**config.mk**
```make
export PLATFORM = sky130hd
export DESIGN_NAME = instr_sequencer
export DESIGN_NICKNAME = d
export VERILOG_FILES = /design/src/rtl/instr_sequencer.sv
export SDC_FILE = /design/constraint.sdc
export NUM_CORES = 1
export LEC_CHECK = 0
export CAP_MARGIN = 0
export CORE_MARGIN = 5
export CORE_UTILIZATION = 44
export DETAILED_ROUTE_END_ITERATION = 7
export PLACE_DENSITY_LB_ADDON = 0.12
export SLEW_MARGIN = 15
export SYNTH_ARGS = -nofsm -noshare
export SYNTH_HDL_FRONTEND = slang
export SYNTH_SLANG_ARGS = --single-unit
```
**constraint.sdc**
```tcl
create_clock -name clk -period 2.6 [get_ports clk]
set_input_delay 0.52 -clock clk [delete_from_list [all_inputs] [get_ports clk]]
set_output_delay 0.52 -clock clk [all_outputs]
set_load 0.01 [all_outputs]
```
**src/rtl/instr_sequencer.sv**
```systemverilog
// Multi-cycle instruction sequencer: FETCH/DECODE/EXEC/HALT control for a 16-bit
// datapath with external register file and ALU.
module instr_sequencer #(
    parameter logic [15:0] RESET_PC = 16'h0000
) (
    input  logic        clk,
    input  logic        rst,
    output logic        imem_req,
    output logic [15:0] imem_addr,
    input  logic        imem_valid,
    input  logic [15:0] imem_data,
    output logic [2:0]  rf_raddr1,
    output logic [2:0]  rf_raddr2,
    input  logic [15:0] rf_rdata1,
    output logic [2:0]  rf_waddr,
    output logic        rf_we,
    output logic [1:0]  rf_wsel,
    output logic [4:0]  alu_op,
    output logic [7:0]  imm8,
    input  logic        alu_z,
    input  logic        alu_n,
    input  logic        alu_c,
    input  logic        alu_v,
    output logic [15:0] pc,
    output logic        halted,
    output logic        instr_done,
    output logic        illegal_op
);

    typedef enum logic [1:0] {FETCH, DECODE, EXEC, HALT} state_t;

    typedef enum logic [4:0] {
        OP_NOP  = 5'd0,  OP_ADD  = 5'd1,  OP_SHFT = 5'd10, OP_MOV  = 5'd11,
        OP_JMP  = 5'd12, OP_JGO  = 5'd13, OP_JLO  = 5'd14, OP_JEO  = 5'd15,
        OP_HLT  = 5'd16, OP_RST  = 5'd17, OP_SETH = 5'd18, OP_SETL = 5'd19
    } opcode_t;

    state_t      state_q;
    logic [15:0] pc_q;
    logic [15:0] ir_q;
    logic [3:0]  flags_q;      // {Z, N, C, V}
    logic        rf_we_q;
    logic        halted_q;
    logic        done_q;
    logic        illegal_q;

    logic [4:0]  op;
    logic        is_alu_d;
    logic        wr_en_d;
    logic        jump_taken_d;
    logic [1:0]  wsel_d;

    assign op = ir_q[15:11];

    always_comb begin
        is_alu_d     = (op >= OP_ADD) && (op <= OP_SHFT);
        wr_en_d      = is_alu_d || (op == OP_MOV) || (op == OP_SETH) || (op == OP_SETL);
        wsel_d       = 2'd0;
        jump_taken_d = 1'b0;
        case (op)
            OP_MOV:  wsel_d = 2'd1;
            OP_SETH: wsel_d = 2'd2;
            OP_SETL: wsel_d = 2'd3;
            default: wsel_d = 2'd0;
        endcase
        case (op)
            OP_JMP:  jump_taken_d = 1'b1;
            OP_JGO:  jump_taken_d = !flags_q[3] && !flags_q[2];
            OP_JLO:  jump_taken_d = flags_q[2];
            OP_JEO:  jump_taken_d = flags_q[3];
            default: jump_taken_d = 1'b0;
        endcase
    end

    // Write/retire/illegal strobes are registered on the DECODE->EXEC edge so
    // they are high for exactly the EXEC cycle.
    always_ff @(posedge clk or posedge rst) begin
        if (rst) begin
            state_q   <= FETCH;
            pc_q      <= RESET_PC;
            ir_q      <= '0;
            flags_q   <= '0;
            rf_we_q   <= 1'b0;
            halted_q  <= 1'b0;
            done_q    <= 1'b0;
            illegal_q <= 1'b0;
        end else begin
            rf_we_q   <= 1'b0;
            done_q    <= 1'b0;
            illegal_q <= 1'b0;
            case (state_q)
                FETCH: begin
                    if (imem_valid) begin
                        ir_q    <= imem_data;
                        state_q <= DECODE;
                    end
                end
                DECODE: begin
                    pc_q      <= pc_q + 16'd1;
                    rf_we_q   <= wr_en_d;
                    done_q    <= 1'b1;
                    illegal_q <= (op > OP_SETL);
                    state_q   <= EXEC;
                end
                EXEC: begin
                    state_q <= FETCH;
                    if (is_alu_d) begin
                        flags_q <= {alu_z, alu_n, alu_c, alu_v};
                    end
                    if (jump_taken_d) begin
                        pc_q <= rf_rdata1;
                    end
                    if (op == OP_HLT) begin
                        state_q  <= HALT;
                        halted_q <= 1'b1;
                    end
                    if (op == OP_RST) begin
                        pc_q    <= RESET_PC;
                        flags_q <= '0;
                    end
                end
                HALT: state_q <= HALT;
                default: state_q <= FETCH;
            endcase
        end
    end

    // Request is gated by rst so it stays low while reset is held.
    assign imem_req   = (state_q == FETCH) && !rst;
    assign imem_addr  = pc_q;
    assign rf_raddr1  = ir_q[10:8];
    assign rf_raddr2  = ir_q[7:5];
    assign rf_waddr   = ((op == OP_SETH) || (op == OP_SETL)) ? ir_q[10:8] : ir_q[4:2];
    assign rf_wsel    = wsel_d;
    assign rf_we      = rf_we_q;
    assign alu_op     = op;
    assign imm8       = ir_q[7:0];
    assign pc         = pc_q;
    assign halted     = halted_q;
    assign instr_done = done_q;
    assign illegal_op = illegal_q;

endmodule

```
==> results of run 1 <==
==> where the power goes <==
group | internal [mW] | switching (mW)
logic | 0.0483 | 0.0197
registers | 0.621 | 0
clock network | 0.190 | 0.239
total | 0.860 | 0.259
==> area by class of cell <==
class,instances,area [um^2],area share (%)
clock buffers,5,68.82,1.953
clock inverters,3,23.77,0.6747
inverters,7,26.28,0.7457
multi-input cells,181,1227,34.84
flip-flops and latches,40,1003,28.48
well taps,72,90.09,2.557
repair buffers,112,1084,30.75
==> per-layer routing <==
metal | vias to the layer above | track usage (%) | wire, um
met2 | 102 | 30.01 | 3052
met4 | 0 | 3.741 | 45
met3 | 6 | 7.961 | 741
met5 | - | 0 | 0
met1 | 1077 | 25.11 | 2900
li1 | 1109 | - | -
==> synth_stat cells, drive strengths merged (3+ instances only) <==
library cell / number / area share, %
nor2: 13 / 2.0
a21o: 4 / 1.2
o32ai: 3 / 1.8
clkbuf: 8 / 1.3
nand2: 23 / 3.6
a22oi: 3 / 0.91
nand2b: 4 / 1.0
xor2: 4 / 1.4
a21oi: 6 / 1.2
o21ai: 16 / 3.4
and3: 4 / 1.0
nor3: 9 / 2.0
nor2b: 4 / 1.0
inv: 7 / 1.1
buf: 26 / 7.6
dfrtp: 40 / 40
nand4: 9 / 2.3
nand3: 17 / 3.4
or4: 3 / 0.91
mux2: 19 / 8.6
o211ai: 3 / 0.91
o211a: 3 / 1.2
==> sequential cells by signal, summed over array words and instances (netlist names) <==
| register | count |
|---|---|
| illegal_op | 1 |
| flags_q | 2 |
| rf_we | 1 |
| ir_q | 16 |
| state_q | 2 |
| halted | 1 |
| imem_addr | 16 |
| instr_done | 1 |
==> critical path, delay by kind of cell, from the launching register on <==
kind,cells,cell delay [ns]
buffers and inverters,2,0.66
muxes,1,0.33
and+or+nand+nor,2,0.25
DFF,1,0.43
==> through the flow <==
stage | TNS, ns | cells | util [%] | power, mW | area (um^2)
after floorplan | 0 | 262 | - | 0.6441 | 2475
final | 0 | 420 | 64.38 | 1.119 | 3523
after CTS | 0 | 415 | 63.69 | 1.135 | 3486
after global placement | 0 | 407 | 61.96 | 0.7030 | 3391
after detailed placement | 0 | 407 | 61.96 | 0.7034 | 3391
after global routing | -0.01282 | 420 | 64.38 | 1.175 | 3523
==> what timing repair did <==
item,in CTS,in global routing
gates resized for setup,2,0
setup endpoints to repair,3,3
hold buffers,0,0
buffers inserted,0,5
==> path summary, 6_finish.rpt <==
check | from | end | slack [ns] | cells past startpoint
hold reg to reg | halted | halted | 0.49 | 1
hold / removal | halted | halted | 0.49 | 1
setup reg to reg | ir_q[15] | imem_addr[7] | 0.41 | 6
setup / recovery | ir_q[15] | rf_waddr[1] | 0.12 | 5
max in group asynchronous | rst | ir_q[15] | 1.55 | 3
min in group asynchronous | rst | ir_q[10] | 0.67 | 3
==> cell families after synthesis <==
family | count (synthesis) | synth area share, %
AO/OA/AOI/OAI | 55 | 16.63
adder cells (fa/ha/maj) | 1 | 0.5055
AND/OR/NAND/NOR | 98 | 20.88
buffers and inverters | 41 | 9.960
XOR/XNOR | 6 | 2.123
multiplexers | 21 | 9.454
flip-flops | 40 | 40.44
==> metrics, run 1 <==
overall routing resource usage 19.21%; Worst EP arrival 1.96 ns; Via Count 2294; final hold slack 0.4878 ns; cell count after synthesis 262; Vias/cell 5.462; period utilization 95.41%; Power Dens Cells 317.5 mW/mm^2; Yosys Warn Count 0; Post-synth EDFFs 0; CTS clk-pin slew, worst paths 0.09 ns; CTS tree done; syn avg cell area 9.446 um^2; # clock sinks 40; CP Max Fanout 6; antenna violations before repair 0; Final Worst Setup Slack 0.1195 ns; Worst Setup End Kind output pin; most frequent cells in the layout clkdlybuf4s50_1 (97), dfrtp_1 (38), nand2_1 (22); initial core utilization 45.22%; achievable clock frequency 403.1 MHz; skew final 0.009078 ns; Setup Viol. Count Final 0; drc violations 0; Fillers 470; post-place setup slack 0.2960 ns; post-synthesis register bit count 40; CP cell instances nand2_1, nor3_1, buf_4, mux2_2, clkdlybuf4s50_1; critical path class reg -> out; maximum VDD drop 0.2326 mV; Final Critical Period 2.481 ns; CP max stage cell clkdlybuf4s50_1; number of global-route vias before repair 2334; DR pass1 iterations 4; cell area after synthesis 0.002475 mm^2; Synth Flop Type dfrtp_1; Critical Path RT 2.08 ns; worst slew pin tran 0.5174 ns; CTS buffer count 5; final slew viol count 0; startpoint types flip-flop; CTS max path bufs 2; die width 85 um; die height 85 um; Final GP Congestion 0.8943; max-capacitance violation count 0; DRT iter0 DRCs 168; Fin. Hold Viols 0; syn nets 302; routed wire length 6.740 mm; drt wl/cell 16.05 um; commonest non-fill, non-tap cell in the layout clkdlybuf4s50_1; first-pass GRT wire length 11.37 mm; Cell Rows 27; largest net degree at the start of global routing 41; Diodes inserted 0; Yosys cell types 55; io pins 100; clock latency on the worst-skew pair 0.30 ns; number of routed nets with antenna violations 0; Area growth syn-to-layout 42.37%; Hold WC Path Type reg -> reg; ratio of cells with drive above 1 in the final layout 15.23%; CP max stage delay 0.48 ns; Core Region 0.005473 mm^2; die area 0.007225 mm^2; total gr overflow 0; Slew HR 65.50%; outcome finished, final reports clean; Port Buffers 97; fin nets 387; Async S/R FF share, synth 100.0%; Root Driver clkbuf_8; H-tree levels 2; sequential fraction of the synthesis area 40.44%; Leak 1.437 nW; hpwl dp 4.926 mm
No activity file was read; power rests on OpenSTA's default activity.
==> inputs of run 2 (changes only) <==
--- a/config.mk
+++ b/config.mk
@@ -6,8 +6,10 @@
 export NUM_CORES = 1
 export LEC_CHECK = 0
 export CAP_MARGIN = 0
+export CELL_PAD_IN_SITES_DETAIL_PLACEMENT = 1
+export CELL_PAD_IN_SITES_GLOBAL_PLACEMENT = 2
 export CORE_MARGIN = 5
-export CORE_UTILIZATION = 44
+export CORE_UTILIZATION = 25
 export DETAILED_ROUTE_END_ITERATION = 7
 export PLACE_DENSITY_LB_ADDON = 0.12
 export SLEW_MARGIN = 15
==> constraint.sdc (replaced) <==
create_clock -name clk -period 2.6 [get_ports clk]
set_input_delay 0.52 -clock clk [delete_from_list [all_inputs] [get_ports clk]]
set_output_delay 0.52 -clock clk [all_outputs]
set_load 0.005 [all_outputs]
==> run 2 against run 1 <==
Against the previous run:
- critical path depth down 1
- first-iteration DRC count down 71%
- die area up 66%
- highest routed layer unchanged
- maximum frequency up 0.45%
- routed wire length up 29%
- sequential share of layout area down 1.0 points
- global-route usage down 4.2 points
- sequential power about the same
- worst setup slack better by 0.011 ns
==> metrics, run 2 (same netlist as run 1, synthesis figures left out) <==
outcome finished, final reports clean; Post-CTS Setup Inserts 0; die height 109.5 um; io pins 100; CTS max path bufs 2; CP cell instances nor3_1, buf_4, mux2_2, clkdlybuf4s50_1; critical path class reg -> out; Worst EP arrival 1.95 ns; drt wl/cell 17.99 um; first-pass GRT wire length 13.62 mm; Worst Setup End Kind output pin; final setup TNS 0 ns; Power Dens Cells 357.5 mW/mm^2; Fin. Hold Viols 0; most frequent cells in the layout clkdlybuf4s50_1 (97), dfrtp_1 (40), nand2_1 (22); number of routed nets with antenna violations 0; max-capacitance violation count 0; achievable clock frequency 405.0 MHz; antenna violations before repair 0; die area 0.01199 mm^2; # resized after CTS 0; CP top delay family buffers and inverters; final hold slack 0.4954 ns; Cell Rows 36; drc violations 0; fin nets 389; Hold WC Path Type reg -> reg; area occupied by multi-input gates 0.001227 mm^2; commonest non-fill, non-tap cell in the layout clkdlybuf4s50_1; Cell Count, Final, Fillers Out 482; Hold-fix buffers, CTS 0; Slew HR 56.49%; overall routing resource usage 14.97%; top layer in use met4; CP max stage cell dfrtp_1; startpoint types flip-flop; Final Critical Period 2.469 ns; skew final 0.004340 ns; maximum VDD drop 0.2675 mV; hpwl dp 6.431 mm; Port Buffers 97; DRT iter0 DRCs 48; DR pass1 iterations 4; Setup Viol. Count Final 0; Leak 1.471 nW; WP buf/inv 2; CTS clk-pin slew, worst paths 0.08 ns; worst slew pin tran 0.6436 ns; Final GP Congestion 0.7704; Root Driver clkbuf_8; CTS tree done; Diodes inserted 0; # clock sinks 40; routed wire length 8.671 mm; initial core utilization 25.44%; Area growth syn-to-layout 47.42%; Fillers 1157; met2 routed WL 3.990 mm; ratio of cells with drive above 1 in the final layout 14.90%; total gr overflow 0; Met3 Wirelength 671 um; Core Region 0.009729 mm^2; unrepaired setup endpoints after global routing false; Via Count 2390; final slew viol count 0; CTS buffer count 5; DP Cell Count 475; CP Max Fanout 8; Vias/cell 4.959; die width 109.5 um; CP max stage delay 0.47 ns; number of global-route vias before repair 2452; H-tree levels 2; Reg area 0.001001 mm^2; clock latency on the worst-skew pair 0.29 ns; largest net degree at the start of global routing 41; Critical Path RT 2.08 ns; period utilization 94.98%; met1 WL 3.949 mm; Pwr Total 1.304 mW
-- run 2: where the power goes --
part	switching, mW	total (mW)	internal [mW]
Combinational	0.0214	0.0698	0.0484
Clock	0.235	0.613	0.378
Sequential	0	0.621	0.621
Total	0.256	1.30	1.05
-- run 2: worst paths after layout --
check / from / endpoint / slack [ns] / cells after the start
worst min register to register: halted / halted / 0.50 / 1
max in group asynchronous: rst / imem_addr[14] / 1.51 / 3
worst min-delay path: halted / halted / 0.50 / 1
min in group asynchronous: rst / imem_addr[0] / 0.69 / 3
worst max-delay path: ir_q[14] / rf_waddr[1] / 0.13 / 4
worst max register to register: ir_q[14] / imem_addr[7] / 0.35 / 6
-- run 2: area by class of cell --
cell class                      count  share of cell area [%]
Clock buffer                        5                   1.886
Clock inverter                      2                   1.646
Inverter                            7                  0.7202
Multi-Input combinational cell    181                   33.64
Sequential cell                    40                   27.43
Tap cell                          133                   4.561
Timing Repair Buffer              114                   30.11
-- run 2: metal layers --
metal | vias up | global-route usage (%)
li1 | 1119 | -
met1 | 1195 | 20.06
met2 | 72 | 23.15
met3 | 4 | 5.109
met4 | 0 | 3.740
met5 | - | 0
-- run 2: metrics by stage --
stage               util (%)  worst slack (ns)  instance area, um^2
floorplan                  -            0.6822                 2475
global placement       36.18            0.3371                 3520
detailed placement     36.18            0.3047                 3520
CTS                    37.50           0.07135                 3649
global route           37.50           0.01751                 3649
finish                 37.50            0.1306                 3649
==> inputs of run 3 (changes only) <==
--- a/config.mk
+++ b/config.mk
@@ -8,6 +8,7 @@
 export CAP_MARGIN = 0
 export CELL_PAD_IN_SITES_DETAIL_PLACEMENT = 1
 export CELL_PAD_IN_SITES_GLOBAL_PLACEMENT = 2
+export CORE_ASPECT_RATIO = 0.5
 export CORE_MARGIN = 5
 export CORE_UTILIZATION = 25
 export DETAILED_ROUTE_END_ITERATION = 7
==> run 3 against run 2 <==
Against the previous run:
- power grew 3.5%
- global-route usage about the same
- critical path type unchanged
- sequential cell count is the same
- critical path depth grew 1
- register-to-register slack better by 0.03 ns
==> metrics, run 3 (same netlist as run 1, synthesis figures left out) <==
outcome finished, final reports clean; Core Region 0.009540 mm^2; DRT iter0 DRCs 87; combinational fraction of design power 5.1%; DR pass1 iterations 4; Area growth syn-to-layout 47.42%; final slew viol count 0; skew final 0.006765 ns; Cell Rows 25; CTS buffer count 5; Sw Pwr 297.1 uW; die area 0.01211 mm^2; antenna violations before repair 0; Slew HR 59.75%; final setup TNS 0 ns; Power Dens Cells 370.0 mW/mm^2; ratio of cells with drive above 1 in the final layout 14.74%; Clk pwr share 48.8%; number of routed nets with antenna violations 0; hpwl dp 6.380 mm; Final Critical Period 2.455 ns; critical path class reg -> out; Setup Viol. Count Final 0; most frequent cells in the layout clkdlybuf4s50_1 (97), dfrtp_1 (38), nand2_1 (22); CTS clk-pin slew, worst paths 0.07 ns; startpoint types flip-flop; Critical Path RT 2.08 ns; Hold-fix buffers, CTS 0; overall routing resource usage 14.98%; maximum VDD drop 0.2107 mV; CTS max path bufs 2; worst slew pin tran 0.5953 ns; drc violations 0; first-pass GRT wire length 14.12 mm; Fin. Hold Viols 0; Sequential Power Share 46.1%; initial core utilization 25.94%; CP cell instances nand2_1, nor3_1, buf_4, mux2_2, clkdlybuf4s50_1; Via Count 2381; # resized after CTS 0; fin nets 385; clock latency on the worst-skew pair 0.29 ns; die height 80.36 um; # clock sinks 40; DP Cell Count 473; routed wire length 8.621 mm; CP Max Fanout 11; H-tree levels 2; Switching Share 22.01%; Cell Count, Final, Fillers Out 481; max-capacitance violation count 0; number of global-route vias before repair 2579; commonest non-fill, non-tap cell in the layout clkdlybuf4s50_1; CP top delay family buffers and inverters; worst reg2reg setup slack 0.38 ns; Diodes inserted 0; Final GP Congestion 0.8013; Hold WC Path Type reg -> reg; CP max stage cell dfrtp_2; Port Buffers 97; largest net degree at the start of global routing 41; WP buf/inv 2; total gr overflow 0; Post-CTS Setup Inserts 0; Worst EP arrival 1.93 ns; CP max stage delay 0.46 ns; Worst Setup End Kind output pin; Vias/cell 4.950; die width 150.7 um; io pins 100; post-place setup slack 0.3402 ns; period utilization 94.41%; Final Util 38.24%; Pint 1.053 mW; Final Worst Setup Slack 0.1453 ns; drt wl/cell 17.92 um; achievable clock frequency 407.4 MHz; unrepaired setup endpoints after global routing false; CTS tree done; Leak 1.455 nW; Root Driver clkbuf_16
[run 3: per-stage QoR]
| stage | instance area (um^2) | hold WS, ns | power (mW) |
|---|---|---|---|
| after floorplan | 2475 | 0.4510 | 0.6441 |
| after global placement | 3492 | 0.4512 | 0.7042 |
| after detailed placement | 3492 | 0.4473 | 0.7051 |
| after CTS | 3646 | 0.4628 | 1.372 |
| after global routing | 3649 | 0.4709 | 1.407 |
| final | 3649 | 0.4557 | 1.350 |
[run 3: power by group through the flow]
stage	Sequential, mW	Clock [mW]	Combinational, mW
6_report	0.622	0.658	0.0694
5_1_grt	0.622	0.710	0.0758
4_1_cts	0.622	0.678	0.0715
3_5_place_dp	0.634	0	0.0712
3_3_place_gp	0.634	0	0.0703
2_1_floorplan	0.634	0	0.0102
[run 3: final timing paths]
path / startpoint / cells past startpoint / to
max: ir_q[12] / 5 / rf_waddr[2]
min: halted / 1 / halted
max reg2reg: imem_addr[0] / 6 / imem_addr[14]
min reg2reg: halted / 1 / halted
max in group asynchronous: rst / 3 / ir_q[15]
min in group asynchronous: rst / 3 / imem_addr[2]
[run 3: final cells by class]
type	instances	area, um^2
clock inverter	2	15.01
multi-input combinational	181	1227
inverter	7	26.28
fill	1105	5892
tap	135	168.9
clock buffer	6	138.9
sequential	40	1003
timing repair buffer	110	1069
[run 3: worst reg2reg max path, delay by kind of cell (launching register included)]
kind / cells / cell delay (ns)
AND/OR/NAND/NOR: 3 / 0.99
XOR/XNOR: 1 / 0.09
adder cells (fa/ha/maj): 1 / 0.27
AO/OA/AOI/OAI: 1 / 0.25
flip-flops: 1 / 0.50
[run 3: layer usage]
metal	track usage, %	share of wire (%)
met2	24.03	45
met1	19.01	45
met3	6.483	8.7
met4	2.622	0.66
met5	0	0
